===== src/rtl/cmd_dispatch_pkg.sv =====
// cmd_dispatch_pkg: shared types and constants for the command sequencer.
// Opcodes, response bytes, FSM states and cmd field positions.
package cmd_dispatch_pkg;

  localparam int unsigned CMD_W  = 16;
  localparam int unsigned RESP_W = 8;

  localparam int unsigned OP_HI   = 15;
  localparam int unsigned OP_LO   = 12;
  localparam int unsigned ADDR_HI = 11;
  localparam int unsigned ADDR_LO = 8;
  localparam int unsigned DATA_HI = 7;
  localparam int unsigned DATA_LO = 0;

  localparam logic [7:0] ACK = 8'hA5;
  localparam logic [7:0] NAK = 8'hEE;

  typedef enum logic [3:0] {
    OP_WR = 4'h1,
    OP_RD = 4'h2,
    OP_GO = 4'h3
  } op_e;

  typedef enum logic [2:0] {
    IDLE,
    DECODE,
    EXEC_WAIT,
    RESP,
    RESP_WAIT
  } state_e;

endpackage


===== src/rtl/cmd_dispatch_if.sv =====
// cmd_dispatch_if: UART_wrapper <-> cmd_dispatch command/response link.
// master = UART_wrapper side, slave = cmd_dispatch side.
interface cmd_dispatch_if;
  import cmd_dispatch_pkg::*;

  logic              cmd_rdy;
  logic [CMD_W-1:0]  cmd;
  logic              clr_cmd_rdy;
  logic              send_resp;
  logic [RESP_W-1:0] resp;
  logic              resp_sent;

  modport master (
    output cmd_rdy,
    output cmd,
    output resp_sent,
    input  clr_cmd_rdy,
    input  send_resp,
    input  resp
  );

  modport slave (
    input  cmd_rdy,
    input  cmd,
    input  resp_sent,
    output clr_cmd_rdy,
    output send_resp,
    output resp
  );

endinterface


===== src/rtl/cmd_timer.sv =====
// cmd_timer: loadable saturating down-counter for the GO timeout.
// Ports: clk, rst_n, load_i, en_i in; expired_o high while count is 0.
module cmd_timer #(
  parameter int unsigned TIMEOUT_CYC = 1000000
) (
  input  logic clk,
  input  logic rst_n,
  input  logic load_i,
  input  logic en_i,
  output logic expired_o
);

  localparam int unsigned W =
    (TIMEOUT_CYC > 0) ? $clog2(TIMEOUT_CYC + 1) : 1;
  localparam logic [W-1:0] LOAD_VAL = W'(TIMEOUT_CYC);

  logic [W-1:0] cnt_q;

  always_ff @(posedge clk or negedge rst_n) begin
    if (!rst_n) begin
      cnt_q <= '0;
    end else if (load_i) begin
      cnt_q <= LOAD_VAL;
    end else if (en_i && cnt_q != '0) begin
      cnt_q <= cnt_q - 1'b1;
    end
  end

  assign expired_o = (cnt_q == '0);

endmodule


===== src/rtl/cmd_dispatch.sv =====
// cmd_dispatch: one-command/one-response sequencer behind UART_wrapper.
// Ports: uart (slave link), go_o/go_arg_o/go_done_i exec, cfg_regs_o, busy_o.
module cmd_dispatch
  import cmd_dispatch_pkg::*;
#(
  parameter int unsigned NUM_REGS    = 8,
  parameter int unsigned TIMEOUT_CYC = 1000000
) (
  input  logic                  clk,
  input  logic                  rst_n,
  cmd_dispatch_if.slave         uart,
  output logic                  go_o,
  output logic [11:0]           go_arg_o,
  input  logic                  go_done_i,
  output logic [NUM_REGS*8-1:0] cfg_regs_o,
  output logic                  busy_o
);

  localparam int unsigned AW =
    (NUM_REGS > 1) ? $clog2(NUM_REGS) : 1;

  state_e      state_q;
  logic [15:0] cmd_q;
  logic [7:0]  resp_q;
  logic [11:0] go_arg_q;
  logic [7:0]  cfg_q [NUM_REGS];

  logic [3:0]    op;
  logic [3:0]    addr;
  logic [7:0]    data;
  logic          addr_ok;
  logic [AW-1:0] idx;
  logic          is_go;
  logic          tmr_load;
  logic          tmr_en;
  logic          tmr_exp;

  assign op      = cmd_q[OP_HI:OP_LO];
  assign addr    = cmd_q[ADDR_HI:ADDR_LO];
  assign data    = cmd_q[DATA_HI:DATA_LO];
  assign addr_ok = 32'(addr) < NUM_REGS;
  assign idx     = addr[AW-1:0];
  assign is_go   = (op == OP_GO);

  assign tmr_load = (state_q == DECODE) && is_go;
  assign tmr_en   = (state_q == EXEC_WAIT);

  cmd_timer #(
    .TIMEOUT_CYC(TIMEOUT_CYC)
  ) u_timer (
    .clk      (clk),
    .rst_n    (rst_n),
    .load_i   (tmr_load),
    .en_i     (tmr_en),
    .expired_o(tmr_exp)
  );

  always_ff @(posedge clk or negedge rst_n) begin
    if (!rst_n) begin
      state_q  <= IDLE;
      cmd_q    <= '0;
      resp_q   <= '0;
      go_arg_q <= '0;
      cfg_q    <= '{default: '0};
    end else begin
      unique case (state_q)
        IDLE: begin
          if (uart.cmd_rdy) begin
            cmd_q   <= uart.cmd;
            state_q <= DECODE;
          end
        end
        DECODE: begin
          state_q <= RESP;
          unique case (1'b1)
            (op == OP_WR) && addr_ok: begin
              cfg_q[idx] <= data;
              resp_q     <= ACK;
            end
            (op == OP_RD) && addr_ok: begin
              resp_q <= cfg_q[idx];
            end
            is_go: begin
              go_arg_q <= cmd_q[11:0];
              state_q  <= EXEC_WAIT;
            end
            default: begin
              resp_q <= NAK;
            end
          endcase
        end
        EXEC_WAIT: begin
          // completion beats a same-cycle expiry
          if (go_done_i) begin
            resp_q  <= ACK;
            state_q <= RESP;
          end else if (tmr_exp) begin
            resp_q  <= NAK;
            state_q <= RESP;
          end
        end
        RESP: begin
          state_q <= RESP_WAIT;
        end
        RESP_WAIT: begin
          if (uart.resp_sent) begin
            state_q <= IDLE;
          end
        end
        default: begin
          state_q <= IDLE;
        end
      endcase
    end
  end

  // consume in the same cycle the command is latched
  assign uart.clr_cmd_rdy =
    rst_n && (state_q == IDLE) && uart.cmd_rdy;
  assign uart.send_resp = (state_q == RESP);
  // resp_q is settled before RESP and held through RESP_WAIT
  assign uart.resp      = resp_q;
  assign go_o           = tmr_load;
  assign go_arg_o       = go_arg_q;
  assign busy_o         = (state_q != IDLE);

  for (genvar i = 0; i < NUM_REGS; i++) begin : g_cfg
    assign cfg_regs_o[8*i +: 8] = cfg_q[i];
  end

endmodule


===== src/flat_wrapper.sv =====
// flat-port wrapper written by rule: the top's interface ports become plain ports
module cmd_dispatch_flat import cmd_dispatch_pkg::*;
#(
  parameter int unsigned NUM_REGS    = 8,
  parameter int unsigned TIMEOUT_CYC = 1000000
)
  (clk, rst_n, go_o, go_arg_o, go_done_i, cfg_regs_o, busy_o, uart_cmd_rdy, uart_cmd, uart_resp_sent, uart_clr_cmd_rdy, uart_send_resp, uart_resp);
  cmd_dispatch_if uart_i ();
  input  logic clk;
  input  logic rst_n;
  output logic go_o;
  output logic [11:0] go_arg_o;
  input  logic go_done_i;
  output logic [NUM_REGS*8-1:0] cfg_regs_o;
  output logic busy_o;
  input wire logic [$bits(uart_i.cmd_rdy)-1:0] uart_cmd_rdy;
  input wire logic [$bits(uart_i.cmd)-1:0] uart_cmd;
  input wire logic [$bits(uart_i.resp_sent)-1:0] uart_resp_sent;
  output wire logic [$bits(uart_i.clr_cmd_rdy)-1:0] uart_clr_cmd_rdy;
  output wire logic [$bits(uart_i.send_resp)-1:0] uart_send_resp;
  output wire logic [$bits(uart_i.resp)-1:0] uart_resp;
  assign uart_i.cmd_rdy = uart_cmd_rdy;
  assign uart_i.cmd = uart_cmd;
  assign uart_i.resp_sent = uart_resp_sent;
  assign uart_clr_cmd_rdy = uart_i.clr_cmd_rdy;
  assign uart_send_resp = uart_i.send_resp;
  assign uart_resp = uart_i.resp;
  cmd_dispatch #(.NUM_REGS(NUM_REGS), .TIMEOUT_CYC(TIMEOUT_CYC)) u_core (.clk(clk), .rst_n(rst_n), .uart(uart_i), .go_o(go_o), .go_arg_o(go_arg_o), .go_done_i(go_done_i), .cfg_regs_o(cfg_regs_o), .busy_o(busy_o));
endmodule

===== config.mk =====
export PLATFORM = sky130hd
export DESIGN_NAME = cmd_dispatch_flat
export DESIGN_NICKNAME = d
export VERILOG_FILES = /design/src/rtl/cmd_dispatch_pkg.sv /design/src/rtl/cmd_dispatch_if.sv /design/src/rtl/cmd_timer.sv /design/src/rtl/cmd_dispatch.sv /design/src/flat_wrapper.sv
export SDC_FILE = /design/constraint.sdc
export NUM_CORES = 1
export LEC_CHECK = 0
export CORE_MARGIN = 2
export CORE_UTILIZATION = 44
export CTS_BUF_LIST = sky130_fd_sc_hd__clkbuf_4 sky130_fd_sc_hd__clkbuf_8
export CTS_CLUSTER_DIAMETER = 200
export DETAILED_ROUTE_END_ITERATION = 16
export GPL_TIMING_DRIVEN = 0
export PLACE_DENSITY_LB_ADDON = 0.1
export SLEW_MARGIN = 10
export SYNTH_ARGS = -nofsm -noshare
export SYNTH_HDL_FRONTEND = slang
export SYNTH_SLANG_ARGS = --single-unit
export TNS_END_PERCENT = 20

===== constraint.sdc =====
create_clock -name clk -period 2.8 [get_ports clk]
set_input_delay 0.56 -clock clk [delete_from_list [all_inputs] [get_ports clk]]
set_output_delay 0.56 -clock clk [all_outputs]
set_load 0.02 [all_outputs]

* Word level (Yosys, flattened, before mapping)
Cells that the tools add are included.
Word-level totals: flip-flop bits (word level) 123, input bits 21, output and inout bits 88
Operators by class: add/sub/neg operators 1, magnitude comparators 3, equality and inequality tests 11, multiplexer cells 18, bitwise logic cells 1, reduce and logical (&&, ||, !) cells 18
Operator list (number):
- bitwise mux 64 bit | 1
- 2-to-1 mux 20 bit | 2
- 2-to-1 mux 8 bit | 5
- binary-select mux 8 bit (select 3 bit) | 1
- demux 8 bit (select 3 bit) | 1
- case mux 8 bit (3 select lines) | 1
- logical NOT 20 bit | 1
- nonzero test 20 bit | 1
- subtractor 20 x 1 -> 20 bit (second input constant) | 1
- case mux 8 bit (2 select lines) | 1
- case mux 3 bit (5 select lines) | 1
- 2-to-1 mux 3 bit | 4
- equality test 4 x 2 -> 1 bit (second input constant) | 2
- logical AND 1 bit | 7
- equality test 3 x 2 -> 1 bit (second input constant) | 2
- inequality test 2 bit (second input constant) | 3
- AND reduction 2 bit | 3
- AND reduction 3 bit | 2
- equality test 4 x 1 -> 1 bit (second input constant) | 1
- >= comparator 4 bit (second input constant) | 1
- < comparator 4 x 1 -> 1 bit (second input constant) | 1
- < comparator 4 bit (second input constant) | 1
- NOT 3 -> 4 bit | 1
- nonzero test 2 bit | 2
- 6 further kinds | 6

* Depth between registers and ports, before layout
Gate-level depths: netlist of the first run.
depth after elaboration 6, depth in mapped cells 8

* Hierarchy
From an unflattened synthesis of the first run, not the netlist that was laid out.
Unflattened totals: cells, all modules 429, area, all modules 5820.6 um2
By module, submodules not included:
- cmd_dispatch | times used 1, cells an instance 297, area each 4560.6 um2
- cmd_timer | times used 1, cells an instance 132, area each 1260.0 um2

* Least setup slack after synthesis of the first run
OpenSTA, ideal clock, no wires.
path kind flip-flop to flip-flop, from register u_core.u_timer.cnt_q[0], to register u_core.resp_q[2], in the netlist u_core.uart.resp[2], library setup time 125 ps, arrival 2521 ps, required time 2675 ps, setup slack 155 ps, cell stages (with the launch flop) 9, clock period less this slack 2645 ps, path through dfrtp_1 -> inv_1 -> ha_1 -> or3b_2 -> clkbuf_1 -> or4b_4 -> buf_6 -> o31ai_4 -> mux2_2
Between the ends: cells in the longest elaborated chain, start to end 3
RTL lines:
- from (decl) | RTL line cmd_timer.sv:17 | logic [W-1:0] cnt_q;
- from (signal assigned) | RTL line cmd_timer.sv:25 | cnt_q <= cnt_q - 1'b1;
- logical NOT 20 bit | RTL line cmd_timer.sv:29 | assign expired_o = (cnt_q == '0);
- inequality test 3 x 2 -> 1 bit (no source line)
- AND reduction 3 bit (no source line)
- to (signal assigned) | RTL line cmd_dispatch.sv:81 | resp_q <= cfg_q[idx];
- to (decl) | RTL line cmd_dispatch.sv:24 | logic [7:0] resp_q;
Every way passes these cells. A chain may end at the register's enable or synchronous reset.

* Final worst setup path of the first run
from register u_core.u_timer.cnt_q[0], to register u_core.resp_q[5], in the netlist u_core.uart.resp[5]
The elaborated chain is that of the path after synthesis.

==> flow_summary.yaml, run 1 <==
run_status:
  status: "finished, final reports clean"
detailed_routing:
  drt_iter0_drc: 348
  wire_per_inst_um: 19.9
  drt_wl_total_mm: 16.2
  ant_nets: 0
  vias_per_cell: 5.56
  num_vias: 4537
  drc_errors: 0
  firstDrtPassIters: 5
clock_tree:
  clock_path_buffers: 2
  cts.sinks: 123
  cts_buffers: 17
  clock-root-buffer: "clkbuf_8"
  htreeDepth: 4
  path_clk_slew_ns: 0.07
  worstSkewPairLatency_ns: 0.44
  cts_tree: "yes"
sta:
  setup_viol: 0
  rsz0062_at_grt: "true"
  post-route-period-util: 0.990
  fmax_mhz: 361
  tightest_slew_ns: 0.935
  finClkSkew_ns: 0.0103
  fin_ws_ns: 0.0274
  drv_slew: 0
  hold_viol_final: 0
  holdWs_ns: 0.152
  maxSlewHeadroom: 0.372
  fin_crit_ns: 2.77
worst_setup_path:
  cp.required_ns: 3.12
  worstSetupStartpointType: "flip-flop"
  rr_startpoint: "u_core.u_timer.cnt_q[0]$_DFFE_PN0P_"
  endpoint: "u_core.uart.resp[5]$_DFFE_PN0P_"
  crit_arrival_ns: 3.10
  rr_endpoint: "u_core.uart.resp[5]$_DFFE_PN0P_"
  critical_path.max_fanout: 10
  ff2ff_setup_slack_ns: 0.03
  critPathLaunch: "u_core.u_timer.cnt_q[0]$_DFFE_PN0P_"
  r2r_cells: 9
  cp-end-kind: "flip-flop"
  criticalPathCategory: "flip-flop to flip-flop"
yosys:
  syn_area_per_cell_um2: 11.8
  ys_seq_elements: 123
  synth_edf_count: 0
  yosysSeqAreaShare: 0.521
  async_flop_share: 1.00
  synthTopCellsByArea: "dfrtp_1 52%, mux2_2 16%, mux2i_1 4.4%, nand2_1 3.4%, mux4_2 1.5%"
  synthFlopType: "dfrtp_1"
  syn_inst: 499
  syn-num-nets: 522
  yosys_warnings: 0
  netlist.area_leader.share: 0.521
  yosys-top-cells-count: "123 x dfrtp_1, 86 x mux2_2, 53 x nand2_1"
  synth_top_cell_by_area: "dfrtp_1"
  yosysUniqueCellTypes: 63
  synthesis.area_um2: 5910
  yosysMostFrequentCell: "dfrtp_1"
cells_and_area:
  drive_gt1_frac: 0.247
  num_antenna_cells: 0
  register_area_um2: 3080
  layout.nets: 652
  fill_cells: 1118
  multi_input_area_um2: 2680
  syn_to_final_growth_pct: 31.2
  finalNonFillerCells: 816
  design_area_um2: 7750
  final_core_util: 0.588
power:
  powerDensity_nw_per_um2: 1050
  ir_worst_vdd_uv: 477
  power.leakage_nw: 3.41
placement:
  dp.cells: 784
  place_ws_ns: -1.07
  dpl_cell_area_um2: 7240
  place_congestion: 0.819
  portBuffers: 108
  detailed_place_hpwl_mm: 11.2
grt:
  grt_max_degree: 74
  grt.overflow.total: 0
  grt_pass1_vias: 4593
  gr-usage-all-layers: 0.237
  grt_pass1_wl_mm: 25.6
  antenna_found_initial: 0
die:
  dieArea_um2: 14400
  die_w_um: 120
  die_h_um: 120
  coreArea_um2: 13200
  ios: 109
  rows: 42
  start_util: 0.448
job:
  maxCapViolations: 0
worst_hold_path:
  hold_class: "input port to async pin"
[sequential cells by signal, summed over array words and instances (netlist names)]
signal,cells
u_core.cfg_regs_o,64
u_core.u_timer.cnt_q,20
u_core.cmd_q,16
u_core.go_arg_o,12
u_core.uart.resp,8
u_core.state_q,3
[layout by cell type (no fill, tap or decap), types with 6 or more instances in the layout]
master           synthesis  final
buf_1                   10      9
clkbuf_1                21     15
clkbuf_2                 4      8
clkbuf_8                 0     19
clkdlybuf4s50_1          0    105
dfrtp_1                123    122
mux2_2                  86     86
mux2i_1                 26     26
nand2_1                 53     53
nand3b_1                 6      6
nor2_1                  16     14
nor3_1                   8      8
nor4_1                   7      7
o21ai_0                 13     13
or3_1                    8      8
or4_1                    9      9
[layer usage]
layer | GRT usage | vias to the layer above | share of wire
li1 | - | 2089 | -
met1 | 0.325 | 2310 | 0.46
met2 | 0.370 | 117 | 0.48
met3 | 0.0599 | 21 | 0.039
met4 | 0.0779 | 0 | 0.017
met5 | 0 | - | 0
[worst min-delay path by stage]
stage	start	endpoint	slack (ns)	depth (start not counted)
after global routing	rst_n	u_core.go_arg_o[11]$_DFFE_PN0P_	0.18	1
final	rst_n	u_core.go_arg_o[0]$_DFFE_PN0P_	0.15	1
after floorplan	rst_n	u_core.cfg_regs_o[0]$_DFFE_PN0P_	0.26	0
after detailed placement	u_core.go_arg_o[1]$_DFFE_PN0P_	u_core.go_arg_o[1]$_DFFE_PN0P_	0.46	2
after CTS	rst_n	u_core.go_arg_o[0]$_DFFE_PN0P_	0.16	1
after global placement	u_core.u_timer.cnt_q[19]$_DFFE_PN0P_	u_core.u_timer.cnt_q[19]$_DFFE_PN0P_	0.46	1
[critical path: stages (launching register included)]
cell,delay [ns]
dfrtp_2,0.44
inv_2,0.08
ha_1,0.15
or3b_2,0.43
buf_4,0.17
or4b_4,0.48
buf_6,0.16
o31ai_4,0.27
buf_12,0.16
mux2_2,0.33
[kinds of logic after synthesis]
| group | count (synthesis) | share of synthesized area |
|---|---|---|
| AND/OR/NAND/NOR | 155 | 0.147 |
| AO/OA/AOI/OAI | 57 | 0.0697 |
| buffers and inverters | 44 | 0.0316 |
| adder cells (fa/ha/maj) | 2 | 0.00424 |
| multiplexers | 116 | 0.223 |
| flip-flops | 123 | 0.521 |
| XOR/XNOR | 2 | 0.00297 |
[power breakdown]
part	internal (W)	leakage [nW]	switching, W
sequential	0.00238	1.61	0.000510
combinational	0.00164	1.59	0.00190
clock	0.00105	0.216	0.000679
[stage by stage]
| stage | power, W | TNS (ns) |
|---|---|---|
| after floorplan | 0.00492 | 0 |
| after global placement | 0.00626 | -461.65 |
| after detailed placement | 0.00634 | -7.42 |
| after CTS | 0.00817 | -0.0138 |
| after global routing | 0.00863 | -0.0567 |
| final | 0.00815 | 0 |
[area by class of cell]
| type | instances | share of cell area |
|---|---|---|
| Tap cell | 176 | 0.0284 |
| Buffer | 36 | 0.0216 |
| Inverter | 6 | 0.00355 |
| Clock inverter | 7 | 0.0181 |
| Clock buffer | 23 | 0.0376 |
| Timing Repair Buffer | 113 | 0.148 |
| Multi-Input combinational cell | 332 | 0.346 |
| Sequential cell | 123 | 0.397 |
[repair_timing]
item / in CTS / in global routing
pin swaps: 3 / 1
hold buffers: 0 / 0
cloned: 0 / 0
setup endpoints to repair: 31 / 26
buffers inserted: 4 / 0
resized for setup: 17 / 8
(Power assumes the default switching activity.)
==> run 2, diff against run 1 <==
--- a/config.mk
+++ b/config.mk
@@ -11,6 +11,7 @@
 export CTS_CLUSTER_DIAMETER = 200
 export DETAILED_ROUTE_END_ITERATION = 16
 export GPL_TIMING_DRIVEN = 0
+export MAX_ROUTING_LAYER = met4
 export PLACE_DENSITY_LB_ADDON = 0.1
 export SLEW_MARGIN = 10
 export SYNTH_ARGS = -nofsm -noshare
==> run 2 against run 1 <==
  * Total power rose by 0.21%
  * Final area did not move
  * Hold slack got worse by 0.011 ns
  * Fmax fell by 0.33%
  * Via count fell by 0.33%
  * Critical endpoint unchanged
==> flow_summary.yaml, run 2 (same netlist as run 1, synthesis figures left out) <==
worst_setup_path:
  rr_endpoint: "u_core.uart.resp[5]$_DFFE_PN0P_"
  rr_startpoint: "u_core.u_timer.cnt_q[0]$_DFFE_PN0P_"
  worst_path_max_delay_cell: "or4b_4"
  worstSetupStartpointType: "flip-flop"
  cp.required_ns: 3.13
  critical_path.top_delay_family: "simple AND/OR/NAND/NOR gates"
  crit_chain: "inv_2, ha_1, or3b_2, buf_4, or4b_4, buf_6, o31ai_4, buf_12, mux2_2"
  ff2ff_setup_slack_ns: 0.02
  r2r_cells: 9
  critPathMaxStageDelay_ns: 0.48
  critical_path.max_fanout: 10
  cp-end-kind: "flip-flop"
  crit_arrival_ns: 3.11
  path_buf_inv: 4
  criticalPathCategory: "flip-flop to flip-flop"
placement:
  detailed_place_hpwl_mm: 11.2
  place_congestion: 0.832
  portBuffers: 108
die:
  die_w_um: 120
  rows: 42
  dieArea_um2: 14400
  ios: 109
  start_util: 0.448
  die_h_um: 120
  coreArea_um2: 13200
sta:
  hold_viol_final: 0
  post-route-period-util: 0.994
  tns_ns: 0
  tightest_slew_ns: 0.897
  fmax_mhz: 359
  finClkSkew_ns: 0.0143
  drv_slew: 0
  rsz0062_at_grt: "true"
  maxSlewHeadroom: 0.397
  setup_viol: 0
  fin_crit_ns: 2.78
cells_and_area:
  syn_to_final_growth_pct: 31.2
  num_antenna_cells: 0
  layout.nets: 652
  final_common_cell: "dfrtp_1"
  fill_cells: 1118
  largest_reg_flops: 64
  final_cell_mix: "122 x dfrtp_1, 105 x clkdlybuf4s50_1, 86 x mux2_2, 53 x nand2_1, 26 x mux2i_1"
  drive_gt1_frac: 0.247
  final_core_util: 0.588
detailed_routing:
  drc_errors: 0
  wire_per_inst_um: 19.9
  firstDrtPassIters: 4
  vias_per_cell: 5.54
  drt_wl_total_mm: 16.2
  drt_iter0_drc: 390
  ant_nets: 0
  num_vias: 4522
power:
  p_seq_frac: 0.353
  clockPowerShare: 0.213
  powerDensity_nw_per_um2: 1050
  intPower_w: 0.00506
  power.switching_w: 0.00311
  ir_worst_vdd_uv: 474
  combPwrFrac: 0.434
  power.leakage_nw: 3.41
  p_sw_frac: 0.381
grt:
  antenna_found_initial: 0
  grt_pass1_wl_mm: 25.6
  grt.overflow.total: 0
  grt_pass1_vias: 4583
  gr-usage-all-layers: 0.244
  grt_max_degree: 74
clock_tree:
  cts.sinks: 123
  holdBufCountCts: 0
  htreeDepth: 4
  cts_tree: "yes"
  worstSkewPairLatency_ns: 0.45
  clock-root-buffer: "clkbuf_8"
  clock_path_buffers: 2
  path_clk_slew_ns: 0.07
  cts_buffers: 17
job:
  maxCapViolations: 0
worst_hold_path:
  hold_class: "input port to async pin"
run_status:
  status: "finished, final reports clean"
[run 2: layout make-up]
type | count | area (um^2) | area share
Buffer | 36 | 168 | 0.0216
Clock buffer | 23 | 292 | 0.0376
Clock inverter | 7 | 140 | 0.0181
Inverter | 6 | 27.5 | 0.00355
Multi-Input combinational cell | 332 | 2680 | 0.346
Sequential cell | 123 | 3080 | 0.397
Tap cell | 176 | 220 | 0.0284
Timing Repair Buffer | 113 | 1150 | 0.148
[run 2: what timing repair did]
item	CTS	global route
buffers inserted	4	0
pin swaps	3	1
endpoints found under the setup margin	31	27
endpoints found under the hold margin	0	0
resized for setup	17	8
[run 2: per-stage QoR]
step / cells / power [W] / area, um^2 / worst slack (ns) / hold slack [ns]
CTS: 816 / 0.00817 / 7740 / -0.0138 / 0.161
finish: 816 / 0.00817 / 7750 / 0.0182 / 0.141
floorplan: 499 / 0.00492 / 5910 / 0.155 / 0.264
global placement: 783 / 0.00626 / 7210 / -3.96 / 0.456
detailed placement: 784 / 0.00634 / 7240 / -1.07 / 0.463
global route: 816 / 0.00863 / 7750 / -0.0328 / 0.187
[run 2: how the worst max path moves through the flow]
stage | start | endpoint | slack, ns | depth (start not counted)
2_1_floorplan | u_core.u_timer.cnt_q[0]$_DFFE_PN0P_ | u_core.uart.resp[2]$_DFFE_PN0P_ | 0.15 | 8
3_3_place_gp | rst_n | uart_clr_cmd_rdy | -3.96 | 3
3_5_place_dp | uart_cmd_rdy | uart_clr_cmd_rdy | -1.07 | 6
4_1_cts | u_core.state_q[1]$_DFFE_PN0P_ | uart_clr_cmd_rdy | -0.01 | 6
5_1_grt | u_core.u_timer.cnt_q[0]$_DFFE_PN0P_ | u_core.uart.resp[5]$_DFFE_PN0P_ | -0.03 | 9
6_report | u_core.u_timer.cnt_q[0]$_DFFE_PN0P_ | u_core.uart.resp[5]$_DFFE_PN0P_ | 0.02 | 9
[run 2: power groups by stage]
stage	registers, W	clock network (W)	logic, W
final	0.00289	0.00174	0.00355
after global routing	0.00296	0.00185	0.00382
after CTS	0.00288	0.00175	0.00354
after detailed placement	0.00289	0	0.00345
after global placement	0.00287	0	0.00339
after floorplan	0.00315	0	0.00178
[run 2: metal layers]
| layer | up-vias | routed length, um | global-route usage |
|---|---|---|---|
| met1 | 2278 | 7520 | 0.327 |
| met3 | 23 | 616 | 0.0585 |
| met4 | 0 | 291 | 0.0779 |
| met2 | 128 | 7790 | 0.370 |
| met5 | - | 0 | - |
| li1 | 2093 | - | - |
